`src/rtl/booth_operand_recoder_if.sv`:
```
// Operand and issue signals between a sparse-PE operand source and the Booth recoder.
// The master modport drives operands and pe_ready; the slave modport is the recoder.
interface booth_operand_recoder_if;
    logic       in_valid;
    logic       in_ready;
    logic [7:0] in_data;
    logic       pe_ready;
    logic [7:0] en_multiplicand;
    logic [3:0] sign_en_multiplicand;
    logic       encode_valid;
    logic [2:0] nz_count;
    logic       skip_valid;
    logic       busy;

    modport master (
        output in_valid,
        output in_data,
        output pe_ready,
        input  in_ready,
        input  en_multiplicand,
        input  sign_en_multiplicand,
        input  encode_valid,
        input  nz_count,
        input  skip_valid,
        input  busy
    );

    modport slave (
        input  in_valid,
        input  in_data,
        input  pe_ready,
        output in_ready,
        output en_multiplicand,
        output sign_en_multiplicand,
        output encode_valid,
        output nz_count,
        output skip_valid,
        output busy
    );
endinterface

```
`src/rtl/booth_operand_recoder.sv`:
```
// Operand FIFO plus radix-4 Booth recoder that issues one operand per nonzero-digit slot.
// Define ZERO_SKIP_EN to retire all-zero operands with a skip_valid strobe instead of an issue.
module booth_operand_recoder #(
    parameter int unsigned DEPTH  = 4,
    parameter int unsigned DATA_W = 8
) (
    input  logic                         clk,
    input  logic                         rst,
    input  logic                         flush,
    booth_operand_recoder_if.slave       bus
);
    localparam int unsigned AW = $clog2(DEPTH);

    if (DATA_W != 8) begin : g_bad_width
        $error("booth_operand_recoder: DATA_W must be 8");
    end
    if (DEPTH < 2 || (DEPTH & (DEPTH - 1)) != 0) begin : g_bad_depth
        $error("booth_operand_recoder: DEPTH must be a power of 2, at least 2");
    end

    logic [DATA_W-1:0] mem [DEPTH];
    logic [AW:0]       wptr_q, rptr_q;
    logic [2:0]        slot_q;
    logic [7:0]        en_q;
    logic [3:0]        sign_q;
    logic [2:0]        nz_q;
    logic              enc_valid_q;

    logic       empty, full, push, issue, enc_issue, skip_issue;
    logic [7:0] head;
    logic [8:0] head_ext;
    logic [2:0] trip;
    logic [1:0] mag;
    logic       neg;
    logic [7:0] rec_en;
    logic [3:0] rec_sign;
    logic [2:0] rec_nz;

    assign empty = (wptr_q == rptr_q);
    assign full  = (wptr_q[AW] != rptr_q[AW]) && (wptr_q[AW-1:0] == rptr_q[AW-1:0]);
    assign push  = bus.in_valid && !full;
    assign issue = !empty && (slot_q == 3'd0) && bus.pe_ready;
    assign head  = mem[rptr_q[AW-1:0]];

    // head_ext[0] stands in for x[-1] = 0, so digit i sees bits {x[2i+1], x[2i], x[2i-1]}.
    assign head_ext = {head, 1'b0};

    always_comb begin
        rec_en   = '0;
        rec_sign = '0;
        rec_nz   = '0;
        trip     = '0;
        mag      = '0;
        neg      = 1'b0;
        for (int i = 0; i < 4; i++) begin
            trip = head_ext[2*i+2 -: 3];
            case (trip)
                3'b001, 3'b010: begin mag = 2'b01; neg = 1'b0; end
                3'b011:         begin mag = 2'b10; neg = 1'b0; end
                3'b100:         begin mag = 2'b10; neg = 1'b1; end
                3'b101, 3'b110: begin mag = 2'b01; neg = 1'b1; end
                default:        begin mag = 2'b00; neg = 1'b0; end
            endcase
            rec_en[2*i +: 2] = mag;
            rec_sign[i]      = neg;
            rec_nz           = rec_nz + {2'b00, |mag};
        end
    end

`ifdef ZERO_SKIP_EN
    assign enc_issue  = issue && (rec_nz != 3'd0);
    assign skip_issue = issue && (rec_nz == 3'd0);
`else
    assign enc_issue  = issue;
    assign skip_issue = 1'b0;
`endif

    always_ff @(posedge clk) begin
        if (push) begin
            mem[wptr_q[AW-1:0]] <= bus.in_data;
        end
    end

    always_ff @(posedge clk or posedge rst) begin
        if (rst) begin
            wptr_q      <= '0;
            rptr_q      <= '0;
            slot_q      <= '0;
            en_q        <= '0;
            sign_q      <= '0;
            nz_q        <= '0;
            enc_valid_q <= 1'b0;
        end else if (flush) begin
            wptr_q      <= '0;
            rptr_q      <= '0;
            slot_q      <= '0;
            en_q        <= '0;
            sign_q      <= '0;
            nz_q        <= '0;
            enc_valid_q <= 1'b0;
        end else begin
            if (push) begin
                wptr_q <= wptr_q + 1'b1;
            end
            if (issue) begin
                rptr_q <= rptr_q + 1'b1;
            end
            enc_valid_q <= enc_issue;
            if (enc_issue) begin
                en_q   <= rec_en;
                sign_q <= rec_sign;
                nz_q   <= rec_nz;
                // Slot lasts max(nz,1) cycles; a zero operand still takes one.
                slot_q <= (rec_nz == 3'd0) ? 3'd0 : rec_nz - 3'd1;
            end else if (slot_q != 3'd0) begin
                slot_q <= slot_q - 3'd1;
            end
        end
    end

`ifdef ZERO_SKIP_EN
    logic skip_q;

    always_ff @(posedge clk or posedge rst) begin
        if (rst) begin
            skip_q <= 1'b0;
        end else if (flush) begin
            skip_q <= 1'b0;
        end else begin
            skip_q <= skip_issue;
        end
    end

    assign bus.skip_valid = skip_q;
`else
    assign bus.skip_valid = skip_issue;
`endif

    assign bus.in_ready             = !full;
    assign bus.en_multiplicand      = en_q;
    assign bus.sign_en_multiplicand = sign_q;
    assign bus.nz_count             = nz_q;
    assign bus.encode_valid         = enc_valid_q;
    assign bus.busy                 = !empty || (slot_q != 3'd0);
endmodule

```
`src/flat_wrapper.sv`:
```
// flat-port wrapper written by rule: the top's interface ports become plain ports
module booth_operand_recoder_flat 
#(
    parameter int unsigned DEPTH  = 4,
    parameter int unsigned DATA_W = 8
)
  (clk, rst, flush, bus_in_valid, bus_in_data, bus_pe_ready, bus_in_ready, bus_en_multiplicand, bus_sign_en_multiplicand, bus_encode_valid, bus_nz_count, bus_skip_valid, bus_busy);
  booth_operand_recoder_if bus_i ();
  input  logic clk;
  input  logic rst;
  input  logic flush;
  input wire logic [$bits(bus_i.in_valid)-1:0] bus_in_valid;
  input wire logic [$bits(bus_i.in_data)-1:0] bus_in_data;
  input wire logic [$bits(bus_i.pe_ready)-1:0] bus_pe_ready;
  output wire logic [$bits(bus_i.in_ready)-1:0] bus_in_ready;
  output wire logic [$bits(bus_i.en_multiplicand)-1:0] bus_en_multiplicand;
  output wire logic [$bits(bus_i.sign_en_multiplicand)-1:0] bus_sign_en_multiplicand;
  output wire logic [$bits(bus_i.encode_valid)-1:0] bus_encode_valid;
  output wire logic [$bits(bus_i.nz_count)-1:0] bus_nz_count;
  output wire logic [$bits(bus_i.skip_valid)-1:0] bus_skip_valid;
  output wire logic [$bits(bus_i.busy)-1:0] bus_busy;
  assign bus_i.in_valid = bus_in_valid;
  assign bus_i.in_data = bus_in_data;
  assign bus_i.pe_ready = bus_pe_ready;
  assign bus_in_ready = bus_i.in_ready;
  assign bus_en_multiplicand = bus_i.en_multiplicand;
  assign bus_sign_en_multiplicand = bus_i.sign_en_multiplicand;
  assign bus_encode_valid = bus_i.encode_valid;
  assign bus_nz_count = bus_i.nz_count;
  assign bus_skip_valid = bus_i.skip_valid;
  assign bus_busy = bus_i.busy;
  booth_operand_recoder #(.DEPTH(DEPTH), .DATA_W(DATA_W)) u_core (.clk(clk), .rst(rst), .flush(flush), .bus(bus_i));
endmodule
```
`config.mk`:
```
export PLATFORM = sky130hd
export DESIGN_NAME = booth_operand_recoder_flat
export DESIGN_NICKNAME = d
export VERILOG_FILES = /design/src/rtl/booth_operand_recoder_if.sv /design/src/rtl/booth_operand_recoder.sv /design/src/flat_wrapper.sv
export SDC_FILE = /design/constraint.sdc
export NUM_CORES = 1
export LEC_CHECK = 0
export BUFFER_PORTS_ARGS = -buffer_cell sky130_fd_sc_hd__buf_2
export CAP_MARGIN = 20
export CORE_MARGIN = 1
export CORE_UTILIZATION = 29
export CTS_BUF_LIST = sky130_fd_sc_hd__clkbuf_4
export DETAILED_ROUTE_END_ITERATION = 10
export GPL_ROUTABILITY_DRIVEN = 0
export PLACE_DENSITY = 0.57
export REMOVE_ABC_BUFFERS = 1
export SYNTH_ARGS = -nofsm -noshare
export SYNTH_HDL_FRONTEND = slang
export SYNTH_SLANG_ARGS = --single-unit
```
`constraint.sdc`:
```
create_clock -name clk -period 4 [get_ports clk]
set_input_delay 0.2 -clock clk [delete_from_list [all_inputs] [get_ports clk]]
set_output_delay 0.2 -clock clk [all_outputs]
set_load 0.02 [all_outputs]
```
==> results of run 1 <==
[cells by family after synthesis]
family / Yosys count / share of synthesized area, %
AND/OR/NAND/NOR: 58 / 10.1
XOR/XNOR: 8 / 2.58
AO/OA/AOI/OAI: 29 / 7.60
adder cells (fa/ha/maj): 18 / 8.57
buffers and inverters: 21 / 3.68
other: 1 / 0.138
multiplexers: 12 / 8.94
flip-flops: 57 / 58.4
[power by group through the flow]
stage,sequential [mW],combinational (mW),clock [mW]
finish,0.720,0.559,0.433
global route,0.730,0.630,0.465
CTS,0.722,0.565,0.444
detailed placement,0.735,0.557,0
global placement,0.733,0.545,0
floorplan,0.762,0.383,0
[flip-flops by register name (all words and copies together) (netlist names)]
name	flops
u_core.bus.en_multiplicand	8
u_core.mem	32
u_core.slot_q	3
u_core.wptr_q	3
u_core.bus.sign_en_multiplicand	4
u_core.rptr_q	3
u_core.bus.encode_valid	1
u_core.bus.nz_count	3
[cell type report]
cell class / instances / share of cell area [%]
inverter: 11 / 1.29
timing repair buffer: 40 / 8.28
sequential: 57 / 49.5
tap: 108 / 4.22
multi-input combinational: 126 / 32.1
clock inverter: 7 / 2.42
clock buffer: 9 / 2.11
[per-layer routing]
layer,vias to the layer above,GRT usage (%),routed length [um]
li1,809,-,-
met1,813,13.4,2340
met2,37,17.7,2300
met3,6,4.75,250
met4,0,3.44,45
met5,-,0,0
[worst min-delay path by stage]
stage                               endpoint  cells past startpoint      startpoint  slack [ns]
2_1_floorplan  u_core.bus.en_multiplicand[0]                      1             rst        0.23
3_3_place_gp                u_core.mem[1][4]                      1  bus_in_data[4]        0.42
3_5_place_dp                u_core.mem[1][6]                      1  bus_in_data[6]        0.42
4_1_cts                     u_core.mem[1][1]                      1  bus_in_data[1]        0.02
5_1_grt                     u_core.mem[1][1]                      1  bus_in_data[1]        0.01
6_report                    u_core.mem[1][1]                      1  bus_in_data[1]        0.04
[synthesized netlist by cell type (all sizes together) (4+ instances only)]
master  count  area (um2)
mux2i       4        40.0
mux4        8         203
a21oi      16        80.1
and2        4        25.0
nor2       13        48.8
edfxtp     32         961
inv        11        41.3
buf         7        47.5
dfrtp      25         626
xnor2       5        43.8
ha         17         213
nand2      27         101
[repair_timing]
action	CTS	global route
endpoints found under the setup margin	0	0
hold endpoints to repair	25	10
hold buffers	7	1
[stage by stage]
| stage | hold WS [ns] | cell area [um2] |
|---|---|---|
| floorplan | 0.227 | 2660 |
| global placement | 0.416 | 2950 |
| detailed placement | 0.422 | 2950 |
| CTS | 0.0157 | 3170 |
| global route | 0.0132 | 3200 |
| finish | 0.0364 | 3200 |
==> results.tsv, run 1 <==
stage	metric	value	unit
outcome	status	complete, no violations	
finish	utilization	36.0	%
setup_path	critPathRequiredTime	4.30	ns
power	totalPowerFinal	1.71	mW
die	rows	34	
power	internal_power	1.11	mW
global_route	grt_pass1_wl	8090	um
setup_path	critPathLaunchType	flip-flop	
timing	finalHoldViolations	0	
setup_path	cpLargestDelayFamily	adder cells	
finish	final_cell_mix	edfxtp_1, buf_2, nand2_1	
logic_synthesis	ys_seq_elements	57	
logic_synthesis	synth.avg_cell_area	13.3	um2
placement	place_ws	0.512	ns
setup_path	cp-endpoint	u_core.slot_q[1]	
timing	slew_headroom	46.0	%
route	drc	0	
timing	slew_violations	0	
power	p_seq_share	42.1	%
finish	layout-drive-gt1-share	22.8	%
die	dieHeight	98.8	um
flow_run	maxCapViolCount	0	
power	switchingPower	602	uW
finish	layout.area.seq	0.00159	mm2
clocking	cts.sinks	57	
setup_path	worst-path-stages	10	
finish	fillers	856	
clocking	htree_num_levels	3	
route	ant_nets	0	
clocking	cts_tree	built	
setup_path	cpPeakStageDelay	0.70	ns
logic_synthesis	ys_types	39	
die	start_util	30.6	%
route	drt-total-wl	4940	um
placement	dpl.cell_count	333	
setup_path	cp-end-kind	flip-flop	
setup_path	path_cells	mux4_1, inv_1, ha_1, nand2b_1, ha_1, fa_1, ha_1, nor2_1, nand2_1, a311oi_1	
setup_path	path_max_fanout	9	
logic_synthesis	netlist_area	0.00272	mm2
timing	fmax	286	MHz
timing	final.period_utilization	87.5	%
finish	multi_input_area	0.00103	mm2
finish	num-nets-final	276	
placement	place_hpwl	3380	um
route	drt-vias-per-instance	4.65	
setup_path	rr_startpoint	u_core.rptr_q[0]	
logic_synthesis	yosys_warnings	0	
setup_path	reg2reg_to	u_core.slot_q[1]	
setup_path	rrSetupSlack	0.50	ns
die	core-area	0.00889	mm2
clocking	clk_path_buf_depth	2	
finish	antenna_cells	0	
timing	setup_slack	0.498	ns
logic_synthesis	synth_edf_count	32	
logic_synthesis	synthCells	204	
setup_path	cp-startpoint	u_core.rptr_q[0]	
setup_path	criticalPathCategory	flip-flop to flip-flop	
route	routedWlPerCell	13.8	um
route	drtPass1Iterations	4	
setup_path	crit_slowest_cell	mux4_1	
global_route	grt_remaining_overflow	0	
setup_path	worst_ep_arrival_time	3.80	ns
power	p_clk_share	25.3	%
finish	syn2layout_area_growth	17.9	%
power	power.density	534	mW/mm2
timing	fin_setup_tns	0	ns
die	io_pins	32	
worst_hold_path	hold_path_class	input port to flip-flop	
timing	tightest_slew	0.808	ns
global_route	grtUsageTotal	11.0	%
logic_synthesis	synth_top_flop_cell	edfxtp_1	
clocking	cts_made_buffers	9	
clocking	cts_setup_buffers	0	
timing	skew	0.0109	ns
power	swShare	35.2	%
setup_path	crit_top_cell	ha_1	
route	vias	1665	
timing	finalSetupViolCount	0	
global_route	antenna_found_initial	0	
timing	period_needed	3.50	ns
power	leakagePower	1.33	nW
clocking	cts_resized	0	
power	irDropWorstVdd	201	uV
die	dieArea	0.00976	mm2
timing	rsz0062_at_grt	false	
setup_path	reg2reg_depth	10	
clocking	cts_root_buffer	clkbuf_4	
placement	port_buffers	30	
global_route	grt_pass1_vias	1608	
finish	stdcell_count	358	
setup_path	cp_num_buf_inv	1	
power	power_frac_comb	32.7	%
logic_synthesis	ys_seq_area_share	58.4	%
clocking	clk_pin_slew	0.11	ns
die	die_x	98.8	um
global_route	grt_max_degree	26	
finish	layout_commonest_cell	edfxtp_1	
route	drtIter0Drc	75	
logic_synthesis	async_reset_ff_share	43.9	%
clocking	clkLatencyLatePin	0.41	ns
Power figures use the tool's default switching activity.
==> run 2: changes to the inputs <==
--- a/config.mk
+++ b/config.mk
@@ -8,11 +8,11 @@
 export BUFFER_PORTS_ARGS = -buffer_cell sky130_fd_sc_hd__buf_2
 export CAP_MARGIN = 20
 export CORE_MARGIN = 1
-export CORE_UTILIZATION = 29
+export CORE_UTILIZATION = 60
 export CTS_BUF_LIST = sky130_fd_sc_hd__clkbuf_4
 export DETAILED_ROUTE_END_ITERATION = 10
 export GPL_ROUTABILITY_DRIVEN = 0
-export PLACE_DENSITY = 0.57
+export PLACE_DENSITY = 0.94
 export REMOVE_ABC_BUFFERS = 1
 export SYNTH_ARGS = -nofsm -noshare
 export SYNTH_HDL_FRONTEND = slang
==> run 2 against run 1 <==
Effect of this change: critical path depth is the same; cell count fell by 18%; first-iteration DRC count rose by 88%; critical endpoint is now u_core.slot_q[0]; combinational power up 4%; flip-flop and latch count stayed put; cell area fell by 5.6%; non-clock buffer count fell by 7; global-route usage rose by 9.8 points; sequential power shrank 0.7%; largest cell class unchanged.
==> results.tsv, run 2 (synthesis results as in run 1) <==
stage	metric	value	unit
outcome	status	complete, no violations	
timing	period_needed	3.43	ns
timing	slew_headroom	49.3	%
timing	final.period_utilization	85.7	%
finish	stdcell_count	295	
setup_path	path_cells	mux4_1, inv_1, ha_1, nand2b_1, ha_1, fa_1, ha_1, nor2_1, or3_1, a21oi_1	
global_route	grt_remaining_overflow	0	
timing	tightest_slew	0.759	ns
finish	fillers	286	
setup_path	crit_top_cell	ha_1	
die	rows	24	
worst_hold_path	hold_path_class	input port to flip-flop	
clocking	cts_tree	built	
setup_path	worst_ep_arrival_time	3.74	ns
setup_path	path_max_fanout	5	
power	power.density	538	mW/mm2
finish	syn2layout_area_growth	11.3	%
worst_hold_path	min_path_cells	1	
clocking	cts_made_buffers	9	
finish	utilization	69.4	%
global_route	grt_pass1_wl	7360	um
die	die_x	69.3	um
setup_path	critPathRequiredTime	4.31	ns
timing	skew	0.0116	ns
clocking	clk_path_buf_depth	2	
global_route	grt_max_degree	26	
global_route	antenna_found_initial	0	
setup_path	reg2reg_depth	10	
die	core-area	0.00435	mm2
die	start_util	62.4	%
finish	antenna_cells	0	
timing	finalHoldViolations	0	
global_route	grtUsageTotal	20.9	%
finish	num-nets-final	269	
route	routedWlPerCell	15.9	um
finish	final_cell_mix	edfxtp_1, buf_2, nand2_1	
clocking	cts_root_buffer	clkbuf_4	
die	dieArea	0.00480	mm2
die	dieHeight	69.3	um
setup_path	critPathLaunchType	flip-flop	
clocking	clkLatencyLatePin	0.39	ns
timing	slew_violations	0	
clocking	clk_pin_slew	0.09	ns
route	drt-vias-per-instance	5.59	
placement	port_buffers	30	
power	leakagePower	1.29	nW
route	drc	0	
setup_path	cp-end-kind	flip-flop	
placement	dpl.cell_count	277	
finish	layout_commonest_cell	edfxtp_1	
setup_path	cpLargestDelayFamily	adder cells	
clocking	cts.sinks	57	
timing	fmax	292	MHz
route	drt-total-wl	4680	um
global_route	grt_pass1_vias	1562	
route	vias	1648	
route	ant_nets	0	
setup_path	worst-path-stages	10	
finish	largest_reg_flops	32	
route	drtIter0Drc	141	
power	irDropWorstVdd	276	uV
route	drtPass1Iterations	4	
timing	fin_setup_tns	0	ns
clocking	cts_setup_buffers	0	
setup_path	cpPeakStageDelay	0.70	ns
die	io_pins	32	
flow_run	maxCapViolCount	0	
setup_path	cp_num_buf_inv	1	
clocking	htree_num_levels	3	
finish	layout-drive-gt1-share	22.6	%
placement	place_hpwl	3080	um
power	totalPowerFinal	1.63	mW
timing	rsz0062_at_grt	false	
setup_path	crit_slowest_cell	mux4_1	
timing	finalSetupViolCount	0	
clocking	cts_resized	0	
setup_path	criticalPathCategory	flip-flop to flip-flop	
-- run 2: metal layers --
metal / GRT usage [%] / wire length (um) / vias to the layer above / part of all wire, %
met2: 31.0 / 2240 / 46 / 48
met5: 0 / 0 / - / 0
met3: 6.69 / 197 / 10 / 4.2
met4: 10.9 / 85 / 0 / 1.8
met1: 27.6 / 2160 / 792 / 46
li1: - / - / 800 / -
-- run 2: report_power, final --
| group | total (mW) | switching [mW] | leakage [nW] | internal (mW) |
|---|---|---|---|---|
| sequential | 0.715 | 0.0321 | 0.636 | 0.683 |
| combinational | 0.579 | 0.348 | 0.592 | 0.231 |
| clock | 0.332 | 0.197 | 0.0655 | 0.135 |
-- run 2: area by class of cell --
class                   count  area (um2)  area share, %
flip-flops and latches     57        1590           52.5
multi-input cells         126        1030           34.1
repair buffers             33         195           6.46
clock buffers              11        82.6           2.73
well taps                  52        65.1           2.15
inverters                  11        41.3           1.37
clock inverters             5        22.5          0.745
-- run 2: path summary, 6_finish.rpt --
path                                                     from                            end  slack (ns)
worst min-delay path                           bus_in_data[2]               u_core.mem[2][2]        0.02
worst min register to register  u_core.bus.en_multiplicand[0]  u_core.bus.en_multiplicand[0]        0.52
worst max register to register               u_core.rptr_q[0]               u_core.slot_q[0]        0.57
worst max-delay path                         u_core.rptr_q[0]               u_core.slot_q[0]        0.57
min in group asynchronous                                 rst         u_core.bus.nz_count[1]        0.23
max in group asynchronous                                 rst               u_core.rptr_q[1]        3.42
-- run 2: metrics by stage --
stage          hold slack, ns  cell area (um2)  setup WS [ns]
3_5_place_dp            0.418             2880          0.673
6_report               0.0225             3020          0.572
3_3_place_gp            0.416             2880          0.811
4_1_cts               0.00882             2990          0.576
2_1_floorplan           0.227             2660          0.717
5_1_grt               0.00106             3020          0.433
-- run 2: timing repair --
action                                 CTS  global route
setup endpoints to repair                0             0
hold buffers                             0             1
endpoints found under the hold margin    0            25
